[config.mk]
export PLATFORM = sky130hd
export DESIGN_NAME = cube_frame_buffer
export DESIGN_NICKNAME = d
export VERILOG_FILES = /design/src/rtl/cube_pkg.sv /design/src/rtl/cube_scan_timer.sv /design/src/rtl/cube_frame_buffer.sv
export SDC_FILE = /design/constraint.sdc
export NUM_CORES = 1
export LEC_CHECK = 0
export CORE_ASPECT_RATIO = 0.8
export CORE_MARGIN = 2
export CORE_UTILIZATION = 40
export CTS_CLUSTER_DIAMETER = 200
export DETAILED_ROUTE_END_ITERATION = 6
export PLACE_DENSITY = 0.59
export SYNTH_ARGS = -nofsm -noshare
export SYNTH_HDL_FRONTEND = slang
export SYNTH_HIERARCHICAL = 1
export SYNTH_SLANG_ARGS = --single-unit
[constraint.sdc]
create_clock -name clk -period 3.3 [get_ports clk]
set_clock_uncertainty 0.2 [all_clocks]
set_input_delay 0.66 -clock clk [delete_from_list [all_inputs] [get_ports clk]]
set_output_delay 0.66 -clock clk [all_outputs]
set_load 0.05 [all_outputs]
[src/rtl/cube_pkg.sv]
// cube_pkg: geometry constants and types shared by conway_sim, the frame
// buffer and the LED-cube layer driver.
//   Cell index = z*64 + y*8 + x; a layer word holds bit y*8+x of plane z.
package cube_pkg;

    localparam int CUBE_DIM        = 8;
    localparam int CUBE_LAYERS     = 8;
    localparam int CELLS_PER_LAYER = CUBE_DIM * CUBE_DIM;
    localparam int CUBE_CELLS      = CUBE_LAYERS * CELLS_PER_LAYER;
    localparam int LAYER_W         = 3;
    localparam int CELL_IDX_W      = 9;

    typedef logic [LAYER_W-1:0]         layer_t;
    typedef logic [CELLS_PER_LAYER-1:0] layer_word_t;
    typedef logic [CUBE_CELLS-1:0]      cube_cells_t;

    // Index of the first cell of a layer inside a 512-bit generation.
    function automatic logic [CELL_IDX_W-1:0] layer_base(input layer_t layer);
        return {layer, {(CELL_IDX_W-LAYER_W){1'b0}}};
    endfunction

endpackage

[src/rtl/cube_scan_timer.sv]
// cube_scan_timer: layer scan timing for the LED cube.
//   clk, rst_n    : clock, asynchronous active-low reset
//   layer         : layer currently presented (wraps 7 -> 0 forever)
//   frame_end     : combinational, high on the last tick of layer 7
//   frame_start   : registered one-cycle pulse on the first cycle of layer 0
//   blank         : high while tick < BLANK_TICKS (leading part of each dwell)
module cube_scan_timer
    import cube_pkg::*;
#(
    parameter int LAYER_TICKS = 4096,
    parameter int BLANK_TICKS = 16
) (
    input  logic   clk,
    input  logic   rst_n,
    output layer_t layer,
    output logic   frame_end,
    output logic   frame_start,
    output logic   blank
);

    localparam int TICK_W = $clog2(LAYER_TICKS);

    logic [TICK_W-1:0] tick;
    logic              last_tick;

    assign last_tick = (tick == TICK_W'(LAYER_TICKS - 1));
    assign frame_end = last_tick && (layer == layer_t'(CUBE_LAYERS - 1));
    assign blank     = (tick < TICK_W'(BLANK_TICKS));

    always_ff @(posedge clk or negedge rst_n) begin
        if (!rst_n) begin
            tick        <= '0;
            layer       <= '0;
            frame_start <= 1'b0;
        end else begin
            frame_start <= frame_end;
            if (last_tick) begin
                tick  <= '0;
                layer <= layer + 1'b1;   // natural 3-bit wrap 7 -> 0
            end else begin
                tick <= tick + 1'b1;
            end
        end
    end

endmodule

[src/rtl/cube_frame_buffer.sv]
// cube_frame_buffer: double-buffered frame store between conway_sim and the
// LED-cube layer driver. A generation is captured into the back buffer and
// promoted to the front buffer only at a frame boundary, so a displayed
// frame never mixes two generations.
//   clk, rst_n   : clock, asynchronous active-low reset
//   cells_in     : 512-bit generation (index z*64 + y*8 + x)
//   gen_valid    : cells_in holds a new generation
//   gen_ready    : back buffer is free
//   layer_sel    : layer being presented
//   layer_data   : front word of layer_sel (bit y*8+x), zero latency
//   layer_valid  : layer_data may drive the LEDs
//   frame_start  : one-cycle pulse on the first cycle of layer 0
// Build option: define CUBE_FB_BLANK_EN to blank layer_valid for the first
// BLANK_TICKS cycles of every layer dwell.
module cube_frame_buffer
    import cube_pkg::*;
#(
    parameter int LAYER_TICKS = 4096,
    parameter int BLANK_TICKS = 16
) (
    input  logic                  clk,
    input  logic                  rst_n,
    input  logic [CUBE_CELLS-1:0] cells_in,
    input  logic                  gen_valid,
    output logic                  gen_ready,
    output layer_t                layer_sel,
    output layer_word_t           layer_data,
    output logic                  layer_valid,
    output logic                  frame_start
);

`ifdef CUBE_FB_BLANK_EN
    localparam bit BLANK_ON = 1'b1;
`else
    localparam bit BLANK_ON = 1'b0;
`endif

    cube_cells_t front;
    cube_cells_t back;
    logic        pending;
    logic        run_q;
    logic        frame_end;
    logic        blank;
    logic        capture;

    cube_scan_timer #(
        .LAYER_TICKS (LAYER_TICKS),
        .BLANK_TICKS (BLANK_TICKS)
    ) u_scan_timer (
        .clk         (clk),
        .rst_n       (rst_n),
        .layer       (layer_sel),
        .frame_end   (frame_end),
        .frame_start (frame_start),
        .blank       (blank)
    );

    // Handshake: a generation transfers on a rising edge where gen_valid and
    // gen_ready are both high. gen_ready is the inverse of a register only,
    // so it never depends combinationally on gen_valid; gen_valid while
    // gen_ready is low is simply ignored.
    assign gen_ready = ~pending;
    assign capture   = gen_valid && !pending;

    always_ff @(posedge clk or negedge rst_n) begin
        if (!rst_n) begin
            front   <= '0;
            back    <= '0;
            pending <= 1'b0;
            run_q   <= 1'b0;
        end else begin
            run_q <= 1'b1;
            // Swap and capture are mutually exclusive: capture needs
            // pending=0, swap needs pending=1. A capture on the frame-end
            // edge therefore waits a whole frame before it is shown.
            if (frame_end && pending) begin
                front   <= back;
                pending <= 1'b0;
            end
            if (capture) begin
                back    <= cells_in;
                pending <= 1'b1;
            end
        end
    end

    assign layer_data  = front[layer_base(layer_sel) +: CELLS_PER_LAYER];
    assign layer_valid = run_q && !(BLANK_ON && blank);

endmodule

---- Word level (Yosys, flattened, before mapping) ----
Index checks and enable logic that the tools add are counted.
storage, ports and cells
  bits in registers ....................... 1042
  output and inout bits ................... 70
  logic and storage cells ................. 21
operators by class
  add/subtract/negate cells ............... 2
  equality and inequality tests ........... 2
  shift-type cells ........................ 1
  muxes and demuxes ....................... 3
  bitwise operators ....................... 1
  reduce and logical (&&, ||, !) cells .... 5
operators by type and width
  kind                                                             count
  512-bit by 10-bit variable part select with 64-bit output        1
  12-bit by 1-bit adder with 12-bit output, second input constant  1
  12-bit equality test, second input constant                      1
  12-bit two-way mux                                               1
  3-bit by 1-bit adder with 3-bit output, second input constant    1
  3-bit equality test, second input constant                       1
  1-bit logical AND                                                3
  1-bit two-way mux                                                2
  2-bit nonzero test                                               1
  1-bit zero test                                                  1
  1-bit inverter                                                   1

---- Logic depth before layout (Yosys ltp) ----
Gate-level depths: netlist (run 1).
  depth after elaboration ................. 5
  gate-level depth with buffers ........... 8

---- Modules after synthesis ----
Netlist (run 1), hierarchy kept.
modules (own cells, without submodules)
  module             times used  cells an instance  area each (um2)
  cube_frame_buffer  1           2395               41616.2
  cube_scan_timer    1           62                 753.2

---- Worst setup path before layout (run 1) ----
Ideal clock, no wire load.
  path type ............................... reg2out
  from .................................... register u_scan_timer.layer[0]
  to ...................................... output layer_data[0]
  data arrival time ....................... 2055 ps
  setup slack ............................. 385 ps
  stages on the path, launching flop included .. 5
  path buffers ............................ 2
  path through ............................ dfrtp_1 buf_4 buf_6 mux4_2 mux2_2
between the ends
  word-level cells in the longest chain between the ends .. 1
RTL lines
  what                                                       RTL line                 text
  start, declared                                            cube_scan_timer.sv:15    output layer_t layer,
  start signal, assigned                                     cube_scan_timer.sv:39    layer <= layer + 1'b1;
  512-bit by 10-bit variable part select with 64-bit output  cube_frame_buffer.sv:87  assign layer_data = front[layer_base(layer_sel) +: CELLS_PER_LAYER];
  end, declared                                              cube_frame_buffer.sv:27  output layer_word_t layer_data,
Every way passes these cells.

---- Worst setup path in the final report (run 1) ----
  from .................................... register u_scan_timer.layer[0]
  to ...................................... output layer_data[59]
Same word-level chain as after synthesis.

==> results.json, run 1 <==
{
  "cp_top_family": "multiplexers",
  "finalPower_w": 0.0281,
  "syn_inst": 2454,
  "drt-total-wl_mm": 105,
  "clkLatencyLatePin_ns": 0.69,
  "num_vias": 23300,
  "cts_tree": "yes",
  "die_w_um": 368,
  "tightest_slew_ns": 0.651,
  "p_per_area_nw_per_um2": 514,
  "final_cell_mix": "mux2_2, dfrtp_1, clkdlybuf4s50_1, mux4_2, clkbuf_16",
  "root_buffer": "clkbuf_16",
  "finalMaxSlewViolations": 0,
  "rows": 106,
  "max-slew-margin-rel_pct": 56.6,
  "setup_violations": 64,
  "worst_setup_path_end_kind": "output port",
  "syn_area_um2": 42400,
  "worstPathMaxFanout": 9,
  "syn_nets": 2972,
  "cts.clk_slew.worst_paths_ns": 0.06,
  "portBuffers": 584,
  "first_pass_iters": 4,
  "fmax_mhz": 292,
  "crit_chain": "buf_16 -> buf_12 -> clkbuf_16 -> mux4_2 -> mux2_2 -> buf_6",
  "slowest_stage": "mux4_2",
  "slowest_delay_ns": 0.49,
  "initial_utilization_pct": 40.4,
  "postPlaceCellArea_um2": 50200,
  "design_area_um2": 54600,
  "p_leak_nw": 24.8,
  "worst-setup-path-type": "reg -> out",
  "dp_cells": 4382,
  "hold_slack_ns": 0.287,
  "dieArea_um2": 109000,
  "rsz0062_at_grt": "true",
  "path_buf_inv": 4,
  "postRouteAntennaNets": 0,
  "layoutNonFillerInstCount": 4601,
  "first_global_vias": 26100,
  "synthToLayoutAreaGrowth_pct": 29.0,
  "drt-wirelength-per-cell_um": 22.9,
  "startpoint_type": "flop",
  "via_per_inst": 5.05,
  "grt.overflow.total": 0,
  "crit_arrival_ns": 2.57,
  "status": "finished, violations left",
  "final_common_cell": "mux2_2",
  "cts_sinks": 1042,
  "min_path_type": "reg -> reg",
  "htreeDepth": 3,
  "critical_path_required_ns": 2.44,
  "ys_warn_count": 6,
  "drtIter0Drc": 1090,
  "finalNetCount": 3625,
  "place.gp.congestion": 0.801,
  "drc_errors": 0,
  "antenna_found_initial": 16,
  "irDropWorstVdd_mv": 0.414,
  "io_pins": 585,
  "hpwlAfterDp_mm": 73.5,
  "final.fill_count": 8544,
  "dp_worst_setup_slack_ns": 0.395,
  "grt_max_degree": 115,
  "hold_viol": 0,
  "cts_made_buffers": 105,
  "drv_cap": 0,
  "core-area_um2": 105000,
  "post-route-period-util_pct": 104,
  "fp.dieH_um": 295,
  "grtUsageTotal_pct": 19.5,
  "drive_gt1_share_pct": 49.1,
  "timing.final.ws_setup_ns": -0.126,
  "synth_area_per_cell_um2": 17.3,
  "violations": "setup timing",
  "cts_buffer_depth": 3,
  "period_needed_ns": 3.43,
  "grt_pass1_wl_mm": 161
}
-- final timing paths --
kind                                            start                     to  slack [ns]  depth (start not counted)
worst max-delay path            u_scan_timer/layer[0]         layer_data[59]       -0.13                          6
worst min-delay path            u_scan_timer/tick[10]  u_scan_timer/tick[10]        0.29                          1
worst max register to register  u_scan_timer/layer[0]             front[169]        0.46                          9
worst min register to register  u_scan_timer/tick[10]  u_scan_timer/tick[10]        0.29                          1
max in group asynchronous                       rst_n               back[44]        1.43                          3
min in group asynchronous                       rst_n              back[208]        0.35                          2
-- cell type report --
type	instances	area, um2	area share, %
Tap cell	1404	1760	3.21
Multi-Input combinational cell	1260	15700	28.6
Inverter	4	15.0	0.0275
Antenna cell	5	12.5	0.0229
Timing Repair Buffer	694	7510	13.8
Sequential cell	1042	26100	47.7
Clock buffer	161	3160	5.79
Clock inverter	31	444	0.813
-- power by group --
part	switching, W	internal (W)
clock	0.00498	0.00730
combinational	0.000637	0.00116
sequential	0.000418	0.0136
total	0.00604	0.0221
-- timing repair --
action                     4_1_cts  5_1_grt
hold buffers                     1        0
hold endpoints to repair        31        0
setup endpoints to repair       65       64
gates cloned                     4        4
setup buffers                   10        4
gates resized for setup         98       46
-- metal layers --
layer | routed length [um] | vias up | track usage (%)
met1 | 46000 | 12300 | 26.0
met3 | 5380 | 173 | 4.81
met2 | 51000 | 481 | 31.9
met4 | 2740 | 24 | 5.43
li1 | - | 10300 | -
met5 | 152 | - | 0
-- flip-flops by register name, summed over array words and instances, names as in the netlist --
name	count
layer_valid	1
u_scan_timer/tick	12
u_scan_timer/frame_start	1
back	512
pending	1
u_scan_timer/layer	3
front	512
-- metrics by stage --
stage               setup TNS [ns]  util [%]
finish                       -5.41      52.2
detailed placement               0      47.9
global placement                 0      47.9
floorplan                        0         -
CTS                         -10.54      51.9
global route                -11.91      52.1
Note: power is estimated with default switching activity, not from simulation.
==> run 2, diff against run 1 <==
--- a/config.mk
+++ b/config.mk
@@ -10,7 +10,8 @@
 export CORE_UTILIZATION = 40
 export CTS_CLUSTER_DIAMETER = 200
 export DETAILED_ROUTE_END_ITERATION = 6
-export PLACE_DENSITY = 0.59
+export DONT_BUFFER_PORTS = 1
+export PLACE_DENSITY = 0.52
 export SYNTH_ARGS = -nofsm -noshare
 export SYNTH_HDL_FRONTEND = slang
 export SYNTH_HIERARCHICAL = 1
==> run 2 against run 1 <==
  * The flow finishes with violations (hold timing, setup timing)
  * Global-route usage decreased by 0.39 points
  * Sequential power barely moved
  * Flip-flop and latch count is the same
  * Total power rose by 1.4%
  * Non-clock buffer count decreased by 85
  * Via count shrank 2.1%
  * Largest power group unchanged
  * First-iteration DRC count rose by 6.5%
  * Register-to-register slack lost 0.09 ns
==> results.json, run 2 (same netlist as run 1, synthesis figures left out) <==
{
  "drt-total-wl_mm": 104,
  "violations": "hold timing, setup timing",
  "num_vias": 22800,
  "drive_gt1_share_pct": 48.3,
  "p_per_area_nw_per_um2": 524,
  "grt-busiest-layer": "met2",
  "seqPwrFrac_pct": 49.2,
  "antenna_found_initial": 19,
  "place.gp.congestion": 0.759,
  "dp_worst_setup_slack_ns": 0.432,
  "register_area_um2": 26100,
  "p_sw_w": 0.00621,
  "timing.final.ws_setup_ns": -0.111,
  "clkLatencyLatePin_ns": 0.70,
  "grt.overflow.total": 0,
  "rows": 106,
  "p_leak_nw": 24.7,
  "worst_setup_path_end_kind": "output port",
  "setup_violations": 54,
  "via_per_inst": 5.03,
  "startpoint_type": "flop",
  "core-area_um2": 105000,
  "hpwlAfterDp_mm": 66.4,
  "irDropWorstVdd_mv": 0.438,
  "drc_errors": 0,
  "htreeDepth": 3,
  "postRouteAntennaNets": 0,
  "fp.dieH_um": 295,
  "finalMaxSlewViolations": 0,
  "first_global_vias": 25400,
  "max-slew-margin-rel_pct": 9.85,
  "cts_made_buffers": 109,
  "post-route-period-util_pct": 103,
  "cts_buffer_depth": 3,
  "drt-wirelength-per-cell_um": 23.0,
  "dieArea_um2": 109000,
  "drv_cap": 0,
  "min_path_type": "in -> async",
  "finalNetCount": 3544,
  "combPwrFrac_pct": 5.7,
  "rsz0062_at_grt": "true",
  "grt_pass1_wl_mm": 159,
  "switching_share_pct": 21.8,
  "period_needed_ns": 3.41,
  "cts.clk_slew.worst_paths_ns": 0.06,
  "root_buffer": "clkbuf_16",
  "portBuffers": 0,
  "grtUsageTotal_pct": 19.1,
  "p_int_w": 0.0223,
  "die_w_um": 368,
  "cts_sinks": 1042,
  "final_cell_mix": "dfrtp_1, mux2_2, dlygate4sd3_1, mux4_2, clkbuf_16",
  "crit_arrival_ns": 2.55,
  "hold_slack_ns": -0.161,
  "globalRouteMet1Util_pct": 26.4,
  "final_common_cell": "dfrtp_1",
  "fmax_mhz": 293,
  "hold_viol": 222,
  "multi_input_area_um2": 15700,
  "first_pass_iters": 4,
  "worstPathMaxFanout": 9,
  "setup_tns_ns": -2.83,
  "cts_tree": "yes",
  "final.fill_count": 8577,
  "met2_usage_pct": 30.6,
  "io_pins": 585,
  "drtIter0Drc": 1161,
  "critical_path_required_ns": 2.44,
  "largestRegisters": "back x512, front x512, u_scan_timer/tick x12",
  "synthToLayoutAreaGrowth_pct": 28.3,
  "clkPwrFrac_pct": 45.1,
  "worst-setup-path-type": "reg -> out",
  "tightest_slew_ns": 1.35,
  "use_met3_pct": 4.53,
  "grt_max_degree": 1043,
  "initial_utilization_pct": 40.4,
  "status": "finished, violations left"
}
## run 2: power groups by stage
stage          clock [W]  combinational (W)  sequential, W
2_1_floorplan          0           0.000712         0.0141
5_1_grt           0.0138            0.00178         0.0141
3_5_place_dp           0           0.000785         0.0143
3_3_place_gp           0           0.000746         0.0142
4_1_cts           0.0132            0.00135         0.0140
6_report          0.0128            0.00162         0.0140
## run 2: cell type report
type                            count  share of cell area [%]
Antenna cell                       10                  0.0460
Clock buffer                      162                    6.09
Clock inverter                     37                   0.923
Inverter                            4                  0.0276
Multi-Input combinational cell   1260                    29.0
Sequential cell                  1042                    48.0
Tap cell                         1404                    3.23
Timing Repair Buffer              609                    12.7
## run 2: path summary, 6_finish.rpt
path	startpoint	endpoint	slack (ns)	depth (start not counted)
max	u_scan_timer/layer[0]	layer_data[41]	-0.11	5
min	rst_n	back[183]	-0.16	2
max reg2reg	u_scan_timer/layer[0]	front[171]	0.37	10
min reg2reg	u_scan_timer/tick[0]	u_scan_timer/tick[0]	0.29	1
max in group asynchronous	rst_n	back[475]	0.52	4
min in group clk	u_scan_timer/tick[0]	u_scan_timer/tick[0]	0.29	1
## run 2: critical path, cell delays in order, from the launching register on
cell	delay, ns
dfrtp_4	0.45
buf_12	0.13
buf_16	0.17
clkbuf_16	0.20
mux4_2	0.49
mux2_4	0.37
## run 2: per-layer routing
metal,wire (um),up-vias
li1,-,10200
met1,47100,12000
met2,49900,440
met3,4910,161
met4,2000,22
met5,149,-
## run 2: stage by stage
step	hold WS [ns]	power (W)	instances	cell area (um2)	utilization, %
6_report	-0.161	0.0285	4528	54300	51.9
5_1_grt	-0.136	0.0297	4526	54300	51.9
4_1_cts	-0.592	0.0286	4502	53900	51.5
3_5_place_dp	0.191	0.0150	3763	44100	42.1
3_3_place_gp	0.186	0.0150	3763	44100	42.1
2_1_floorplan	0.164	0.0148	2454	42400	-
## run 2: timing repair
item	4_1_cts	5_1_grt
setup buffers	17	4
endpoints found under the setup margin	64	62
resized for setup	94	13
endpoints found under the hold margin	1555	413
hold buffers	513	8
gates cloned	11	3
